**config.mk**
```make
export PLATFORM = sky130hd
export DESIGN_NAME = flash_audio_reader
export DESIGN_NICKNAME = d
export VERILOG_FILES = /design/src/rtl/flash_audio_reader.sv
export SDC_FILE = /design/constraint.sdc
export NUM_CORES = 1
export LEC_CHECK = 0
export CAP_MARGIN = 20
export CORE_ASPECT_RATIO = 1.75
export CORE_MARGIN = 4
export CORE_UTILIZATION = 52
export CTS_CLUSTER_DIAMETER = 60
export DETAILED_ROUTE_END_ITERATION = 10
export PLACE_DENSITY = 0.95
export SETUP_SLACK_MARGIN = 0.3
export SLEW_MARGIN = 10
export SYNTH_ARGS = -nofsm -noshare
export SYNTH_HDL_FRONTEND = slang
export SYNTH_SLANG_ARGS = --single-unit
```
**constraint.sdc**
```tcl
create_clock -name clk -period 4.15 [get_ports clk]
set_clock_uncertainty 0.2 [all_clocks]
set_input_delay 0.83 -clock clk [delete_from_list [all_inputs] [get_ports clk]]
set_output_delay 0.83 -clock clk [all_outputs]
set_load 0.02 [all_outputs]
```
**src/rtl/flash_audio_reader.sv**
```systemverilog
// Flash-to-audio word feeder: fetches one 32-bit word at a time over Avalon-MM and
// hands it to the audio FSM with a start/finish handshake, walking the address with wrap.
module flash_audio_reader #(
  parameter int              ADDR_W   = 23,
  parameter logic [ADDR_W-1:0] MAX_ADDR = 23'h7FFFF
) (
  input  logic              clk,
  input  logic              reset,
  input  logic              play_en,
  input  logic              dir_fwd,
  input  logic              restart,
  output logic              flash_mem_read,
  input  logic              flash_mem_waitrequest,
  output logic [ADDR_W-1:0] flash_mem_address,
  output logic [3:0]        flash_mem_byteenable,
  input  logic [31:0]       flash_mem_readdata,
  input  logic              flash_mem_readdatavalid,
  output logic [31:0]       audio_data,
  output logic              audio_start,
  input  logic              audio_finish
);

  typedef enum logic [2:0] {
    S_IDLE,
    S_REQ,
    S_WAIT_D,
    S_START,
    S_WAIT_F,
    S_NEXT
  } state_t;

  state_t            state_q, state_d;
  logic [ADDR_W-1:0] addr_q, addr_d;
  logic [31:0]       data_q, data_d;
  logic              restart_pend_q, restart_pend_d;
  logic              audio_start_q, audio_start_d;
  logic              pend_any;
  logic [ADDR_W-1:0] start_addr;

  // A restart arriving in the very cycle it is consumed still counts.
  assign pend_any   = restart_pend_q | restart;
  assign start_addr = dir_fwd ? '0 : MAX_ADDR;

  // NOTE: every signal assigned here gets a default first, so no path leaves it
  // unassigned and no latch is inferred.
  always_comb begin
    state_d        = state_q;
    addr_d         = addr_q;
    data_d         = data_q;
    restart_pend_d = pend_any;
    audio_start_d  = (state_q == S_START);

    unique case (state_q)
      S_IDLE: begin
        if (pend_any) begin
          addr_d         = start_addr;
          restart_pend_d = 1'b0;
        end
        if (play_en) state_d = S_REQ;
      end
      S_REQ: begin
        if (!flash_mem_waitrequest) state_d = S_WAIT_D;
      end
      S_WAIT_D: begin
        if (flash_mem_readdatavalid) begin
          data_d  = flash_mem_readdata;
          state_d = S_START;
        end
      end
      S_START: begin
        state_d = S_WAIT_F;
      end
      S_WAIT_F: begin
        if (audio_finish) state_d = S_NEXT;
      end
      S_NEXT: begin
        if (pend_any) begin
          addr_d         = start_addr;
          restart_pend_d = 1'b0;
        end else if (dir_fwd) begin
          addr_d = (addr_q == MAX_ADDR) ? '0 : addr_q + ADDR_W'(1);
        end else begin
          addr_d = (addr_q == '0) ? MAX_ADDR : addr_q - ADDR_W'(1);
        end
        state_d = play_en ? S_REQ : S_IDLE;
      end
      default: state_d = S_IDLE;
    endcase
  end

  // NOTE: state registers use non-blocking assignments so every flop samples the
  // pre-edge values, independent of statement order.
  always_ff @(posedge clk) begin
    if (reset) begin
      state_q        <= S_IDLE;
      addr_q         <= '0;
      data_q         <= '0;
      restart_pend_q <= 1'b0;
      audio_start_q  <= 1'b0;
    end else begin
      state_q        <= state_d;
      addr_q         <= addr_d;
      data_q         <= data_d;
      restart_pend_q <= restart_pend_d;
      audio_start_q  <= audio_start_d;
    end
  end

  // audio_start is registered off START, giving the two-cycle rdvalid-to-start latency.
  assign flash_mem_read       = (state_q == S_REQ);
  assign flash_mem_address    = addr_q;
  assign flash_mem_byteenable = 4'hF;
  assign audio_data           = data_q;
  assign audio_start          = audio_start_q;

endmodule

```
==> metrics.md, run 1 <==
| Metric | Value |
|---|---|
| FF-to-FF path depth | `7` |
| Sink of the worst hold path | `audio_data[19]$_SDFFE_PP0P_` |
| Final setup TNS | `0 ns` |
| DR WL/cell | `17.7 µm` |
| Post-synthesis xor/xnor area fraction | `3.92%` |
| R2R Setup Slk | `1.02 ns` |
| First-pass GRT wire length | `17600 µm` |
| Clock Tree Buf Depth | `2` |
| CTS tree | `yes` |
| Gpl congestion | `0.976` |
| Critical Path RT | `4.23 ns` |
| Pin count of the biggest net entering global routing | `43` |
| Htree depth | `3` |
| Worst Setup Path Type | `reg -> reg` |
| Vias in the first global route | `3748` |
| Post-Synthesis Cell Area | `0.00357 mm²` |
| Util after Layout | `71.1%` |
| Mapped Avg Cell Area | `7.52 µm²` |
| Yosys cell types | `64` |
| CTS Buf Count | `9` |
| Chip width | `70.6 µm` |
| Ys flop type | `dfxtp_1` |
| Fin nets | `587` |
| Drt first pass iters | `5` |
| GRT Total Usage | `26.2%` |
| HP Class | `reg -> reg` |
| Worst-Margin Slew | `1.15 ns` |
| 1st-iter DRT viols | `374` |
| Critical R2R Launch | `flash_mem_address[1]$_SDFFE_PP0P_` |
| Adder-cell share of the synthesized area | `1.05%` |
| N_diodes | `0` |
| # fillers | `500` |
| Clock latency on the worst-skew pair | `0.34 ns` |
| Status | `complete, no violations` |
| Area growth from synthesis to layout | `31.2%` |
| Post-detail-place hpwl | `7910 µm` |
| Worst vdd ir | `0.000455 V` |
| Post-CTS Resized | `0` |
| Pwr/cell area | `376 mW/mm²` |
| CP Launch Type | `flip-flop` |
| Syn Inst Count | `475` |
| DRC | `0` |
| Hold Path Depth | `2` |
| Synth Area in Simple Gates | `29.6%` |
| Pwr Total | `1760 µW` |
| # hold bufs at CTS | `0` |
| Die Ht | `118 µm` |
| Initial antenna violation count | `1` |
| Initial core utilization | `54.2%` |
| Largest family of logic cells by synthesized area | `simple AND/OR/NAND/NOR gates` |
| Worst Path Max Fanout | `11` |
| Via count | `3940` |
| Seq/Total Area, Yosys | `33.6%` |
| CP arrival | `3.21 ns` |
| Share of post-route cells with drive strength above 1 | `6.01%` |
| Ports | `101` |
| EDFF count, synth | `0` |
| Root buffer cell | `clkbuf_16` |
| Fmax | `320 MHz` |
| # rows | `39` |
| Setup Fix Bufs, Post-CTS | `0` |
| Compound-Gate Fraction of Synth Area | `22.1%` |
| Yosys reg bits | `60` |
| RR Endpoint | `flash_mem_address[16]$_SDFFE_PP0P_` |
| Final slew viol count | `0` |
| Sink Count | `60` |
| Aggregate routed wire length | `11100 µm` |
| Via/cell ratio | `6.24` |
| Min Clock Period, post-route | `3.13 ns` |
| Grt ovf | `0` |
| MaxCap Viol Count | `0` |
| Port-buffer cells | `96` |
| CTS clk-pin slew, worst paths | `0.05 ns` |
| RSZ-0062 raised after global routing | `no` |
| Top-count cell post-synth | `nand2_1` |
| Routed Antenna Nets | `0` |
| Commonest cells in the netlist | `88 x nand2_1, 60 x dfxtp_1, 52 x a21oi_1, 33 x nor2_1, 27 x o21ai_0` |
| Final hold vios | `0` |
| Die outline area | `0.00831 mm²` |
| Pleak | `0.00162 µW` |
| Crit end category | `flip-flop` |
| Core area | `0.00659 mm²` |
| Ranking of synthesized cells by area | `dfxtp_1 34%, nand2_1 9.3%, a21oi_1 7.3%` |
| Multiplexer share of the synthesized area | `0.561%` |
| Slew HR | `22.8%` |
| Hold Startpoint | `audio_data[19]$_SDFFE_PP0P_` |
| Final setup fails | `0` |
| Biggest area consumer among synthesized cells | `dfxtp_1` |
| Yosys warns | `0` |
| Async S/R FF share, synth | `0%` |
| Final Cycle Share | `75.4%` |
| Yosys top cell area share | `33.6%` |
worst max-delay path, stage by stage (launching register included):
cell and delay [ns]:
dfxtp_1 0.55, ha_1 0.27, nand3_1 0.16, nor4_1 1.00
nand3_1 0.19, xor2_1 0.20, a221oi_1 0.36, a21o_1 0.14
cell families (layout without fill, tap and decap cells):
group           count (synthesis)  in the layout
buf+inv                        54            125
compound gates                127            127
other cells                     1              4
simple gates                  212            212
fa+ha+maj                       3              3
flops                          60             60
xor+xnor                       16             16
mux                             2              2
per-layer routing:
layer	GRT usage, %	routed length, µm
met1	27.4	3850
met2	45.0	5640
met3	8.03	1150
met4	15.5	494
met5	0	14
final cells by class:
cell class                      count  area (µm²)  share of cell area (%)
Clock buffer                       10         239                    5.10
Clock inverter                      6        48.8                    1.04
Inverter                            7        26.3                   0.561
Multi-Input combinational cell    364        2060                    44.0
Sequential cell                    60        1200                    25.6
Tap cell                           82         103                    2.19
Timing Repair Buffer              102        1010                    21.5
how the worst max path moves through the flow:
| stage | from | endpoint | slack (ns) |
|---|---|---|---|
| after global placement | restart | flash_mem_address[19]$_SDFFE_PP0P_ | 1.20 |
| final | flash_mem_address[1]$_SDFFE_PP0P_ | flash_mem_address[16]$_SDFFE_PP0P_ | 1.02 |
| after CTS | flash_mem_address[1]$_SDFFE_PP0P_ | flash_mem_address[16]$_SDFFE_PP0P_ | 1.18 |
| after floorplan | flash_mem_address[1]$_SDFFE_PP0P_ | flash_mem_address[7]$_SDFFE_PP0P_ | 1.74 |
| after detailed placement | restart | flash_mem_address[19]$_SDFFE_PP0P_ | 1.10 |
| after global routing | flash_mem_address[1]$_SDFFE_PP0P_ | flash_mem_address[15]$_SDFFE_PP0P_ | 0.91 |
registers in the layout, indices dropped and copies added (netlist names):
name,flops
flash_mem_address,23
state_q,3
restart_pend_q,1
audio_start,1
audio_data,32
cells in the final DEF, fill, tap and decap left out, types with 4 or more instances in the layout:
cell type        count
a31oi_1              4
inv_1                7
nor3_1              17
dfxtp_1             60
nand4_1              6
and3_1               8
a21oi_1             52
conb_1               4
o21ai_0             27
nor2b_1              4
xnor2_1              8
buf_4                6
nor2_1              33
clkbuf_16            9
nand2_1             88
o311ai_0             7
or3_1                6
nor4_1              10
clkdlybuf4s50_1     96
xor2_1               8
nand3_1             15
where the power goes:
part           internal, µW  total [µW]  switching, µW
sequential              605         673           67.3
clock                   423         709            286
combinational           177         380            203
through the flow:
stage,setup WS (ns),cells,area [µm²],hold WS (ns)
floorplan,1.74,478,3580,0.330
global placement,1.20,615,4400,0.241
detailed placement,1.10,615,4400,0.249
CTS,1.18,631,4680,0.257
global route,0.912,631,4680,0.276
finish,1.02,631,4680,0.256
(Power assumes the default switching activity.)
==> run 2: changes to the inputs <==
--- a/config.mk
+++ b/config.mk
@@ -8,10 +8,10 @@
 export CAP_MARGIN = 20
 export CORE_ASPECT_RATIO = 1.75
 export CORE_MARGIN = 4
-export CORE_UTILIZATION = 52
+export CORE_UTILIZATION = 48
 export CTS_CLUSTER_DIAMETER = 60
 export DETAILED_ROUTE_END_ITERATION = 10
-export PLACE_DENSITY = 0.95
+export PLACE_DENSITY = 0.91
 export SETUP_SLACK_MARGIN = 0.3
 export SLEW_MARGIN = 10
 export SYNTH_ARGS = -nofsm -noshare
==> constraint.sdc (replaced) <==
create_clock -name clk -period 2.9 [get_ports clk]
set_clock_uncertainty 0.2 [all_clocks]
set_input_delay 0.58 -clock clk [delete_from_list [all_inputs] [get_ports clk]]
set_output_delay 0.58 -clock clk [all_outputs]
set_load 0.02 [all_outputs]
==> metrics.md, run 2 (synthesis results as in run 1) <==
| Metric | Value |
|---|---|
| Status | `complete, no violations` |
| Worst-Margin Slew | `0.562 ns (-0.585 ns)` |
| Final slew viol count | `0 (unchanged)` |
| MaxCap Viol Count | `0 (unchanged)` |
| Routed Antenna Nets | `0 (unchanged)` |
| Slowest library cell on the worst path | `or4_1` |
| DR WL/cell | `17.6 µm (-0.39%)` |
| Critical Path RT | `2.92 ns (-1.31 ns)` |
| Htree depth | `3 (unchanged)` |
| Worst hold slack | `0.250 ns (-0.00558 ns)` |
| Number of flip-flops in the largest register | `32 (unchanged)` |
| Final setup fails | `0 (unchanged)` |
| Pin count of the biggest net entering global routing | `33 (-23%)` |
| Worst Setup Path Type | `reg -> reg` |
| Chip width | `73.2 µm (+3.6%)` |
| Initial core utilization | `49.4% (-4.8 points)` |
| CTS Buf Count | `9 (unchanged)` |
| Via count | `4084 (+3.7%)` |
| Final hold vios | `0 (unchanged)` |
| Share of post-route cells with drive strength above 1 | `11.2% (+5.2 points)` |
| Grt ovf | `0 (unchanged)` |
| Final Cycle Share | `88.1% (+13 points)` |
| GRT Total Usage | `26.3% (+0.087 points)` |
| CP Launch Type | `flip-flop` |
| Crit-path cells | `ha_1, nand3_1, or4_1, buf_4, o21ai_1, o21ai_0, a32o_1` |
| Ports | `101 (unchanged)` |
| Pwr/cell area | `525 mW/mm² (+40%)` |
| Commonest non-fill, non-tap cells in the layout | `95 x clkdlybuf4s50_1, 87 x nand2_1, 59 x dfxtp_1, 52 x a21oi_1, 33 x nor2_1` |
| Fin nets | `611 (+4.1%)` |
| Clock Tree Buf Depth | `2 (unchanged)` |
| First-pass GRT wire length | `18200 µm (+3.6%)` |
| Gpl congestion | `1.00 (+2.5%)` |
| Initial antenna violation count | `0 (-1)` |
| N_diodes | `0 (unchanged)` |
| Placed Instance Area | `0.00457 mm² (+3.9%)` |
| Worst vdd ir | `0.000400 V (-12%)` |
| HP Class | `reg -> reg` |
| Fmax | `391 MHz (+22%)` |
| Via/cell ratio | `6.20 (-0.75%)` |
| Pleak | `0.00178 µW (+9.7%)` |
| 1st-iter DRT viols | `401 (+7.2%)` |
| Post-detail-place hpwl | `8360 µm (+5.8%)` |
| Vias in the first global route | `3967 (+5.8%)` |
| CTS tree | `yes` |
| DRC | `0 (unchanged)` |
| CP arrival | `2.58 ns (-0.63 ns)` |
| Core area | `0.00723 mm² (+9.8%)` |
| Min Clock Period, post-route | `2.55 ns (-0.573 ns)` |
| CTS clk-pin slew, worst paths | `0.05 ns (about the same)` |
| Area growth from synthesis to layout | `38.3%` |
| Slew HR | `62.2% (+39 points)` |
| Aggregate routed wire length | `11600 µm (+4.0%)` |
| Worst Path Max Fanout | `6 (-5)` |
| RSZ-0062 raised after global routing | `yes` |
| Drt first pass iters | `5 (unchanged)` |
| Root buffer cell | `clkbuf_16` |
| Final setup TNS | `0 ns (unchanged)` |
| Sink Count | `60 (unchanged)` |
| Clock latency on the worst-skew pair | `0.34 ns (about the same)` |
| # rows | `41 (+5.1%)` |
| Die Ht | `122 µm (+3.8%)` |
| Port-buffer cells | `96 (unchanged)` |
| Crit end category | `flip-flop` |
| Commonest non-fill, non-tap cell in the layout | `clkdlybuf4s50_1` |
| Die outline area | `0.00894 mm² (+7.6%)` |
| Design Area, Final | `0.00494 mm² (+5.4%)` |
| Critical Path Max Stage Delay | `0.65 ns (-0.35 ns)` |
[run 2: through the flow]
stage / std cells / setup slack, ns / total power, µW / util, %
6_report: 659 / 0.345 / 2590 / 68.3
3_5_place_dp: 641 / 0.119 / 1540 / 63.1
3_3_place_gp: 641 / 0.184 / 1530 / 63.1
4_1_cts: 657 / 0.303 / 2560 / 67.1
2_1_floorplan: 478 / 0.490 / 1330 / -
5_1_grt: 659 / 0.260 / 2700 / 68.3
[run 2: per-layer routing]
metal / track usage [%] / part of all wire [%]
met5: 0 / 0
met1: 26.7 / 33
met2: 44.3 / 51
met4: 18.2 / 6.3
met3: 8.18 / 9.8
[run 2: area by class of cell]
type	instances	area, µm²
Inverter	7	26.3
Fill cell	540	2290
Multi-Input combinational cell	364	2110
Timing Repair Buffer	126	1200
Clock inverter	5	36.3
Tap cell	86	108
Clock buffer	11	253
Sequential cell	60	1200
[run 2: worst max-delay path: cells and delay by family, from the launching register on]
kind / cells / cell delay [ns]
AND/OR/NAND/NOR: 2 / 0.84
flip-flops: 1 / 0.35
AO/OA/AOI/OAI: 3 / 0.66
adder cells (fa/ha/maj): 1 / 0.19
buffers and inverters: 1 / 0.20
[run 2: path summary, 6_finish.rpt]
| path | from | endpoint | slack (ns) | cells after the start |
|---|---|---|---|---|
| setup / recovery | flash_mem_address[0]$_SDFFE_PP0P_ | flash_mem_address[18]$_SDFFE_PP0P_ | 0.35 | 7 |
| hold / removal | audio_data[13]$_SDFFE_PP0P_ | audio_data[13]$_SDFFE_PP0P_ | 0.25 | 2 |
| hold reg to reg | audio_data[13]$_SDFFE_PP0P_ | audio_data[13]$_SDFFE_PP0P_ | 0.25 | 2 |
| setup reg to reg | flash_mem_address[0]$_SDFFE_PP0P_ | flash_mem_address[18]$_SDFFE_PP0P_ | 0.35 | 7 |
[run 2: report_power, final]
| group | internal (µW) | total (µW) | switching [µW] |
|---|---|---|---|
| Sequential | 867 | 928 | 61.2 |
| Combinational | 294 | 646 | 352 |
| Clock | 623 | 1020 | 395 |
| Total | 1780 | 2590 | 808 |
[run 2: repair_timing]
item,in CTS,in global routing
hold buffers,0,0
endpoints found under the hold margin,0,0
buffers inserted,0,2
gates resized for setup,0,12
setup endpoints to repair,0,18
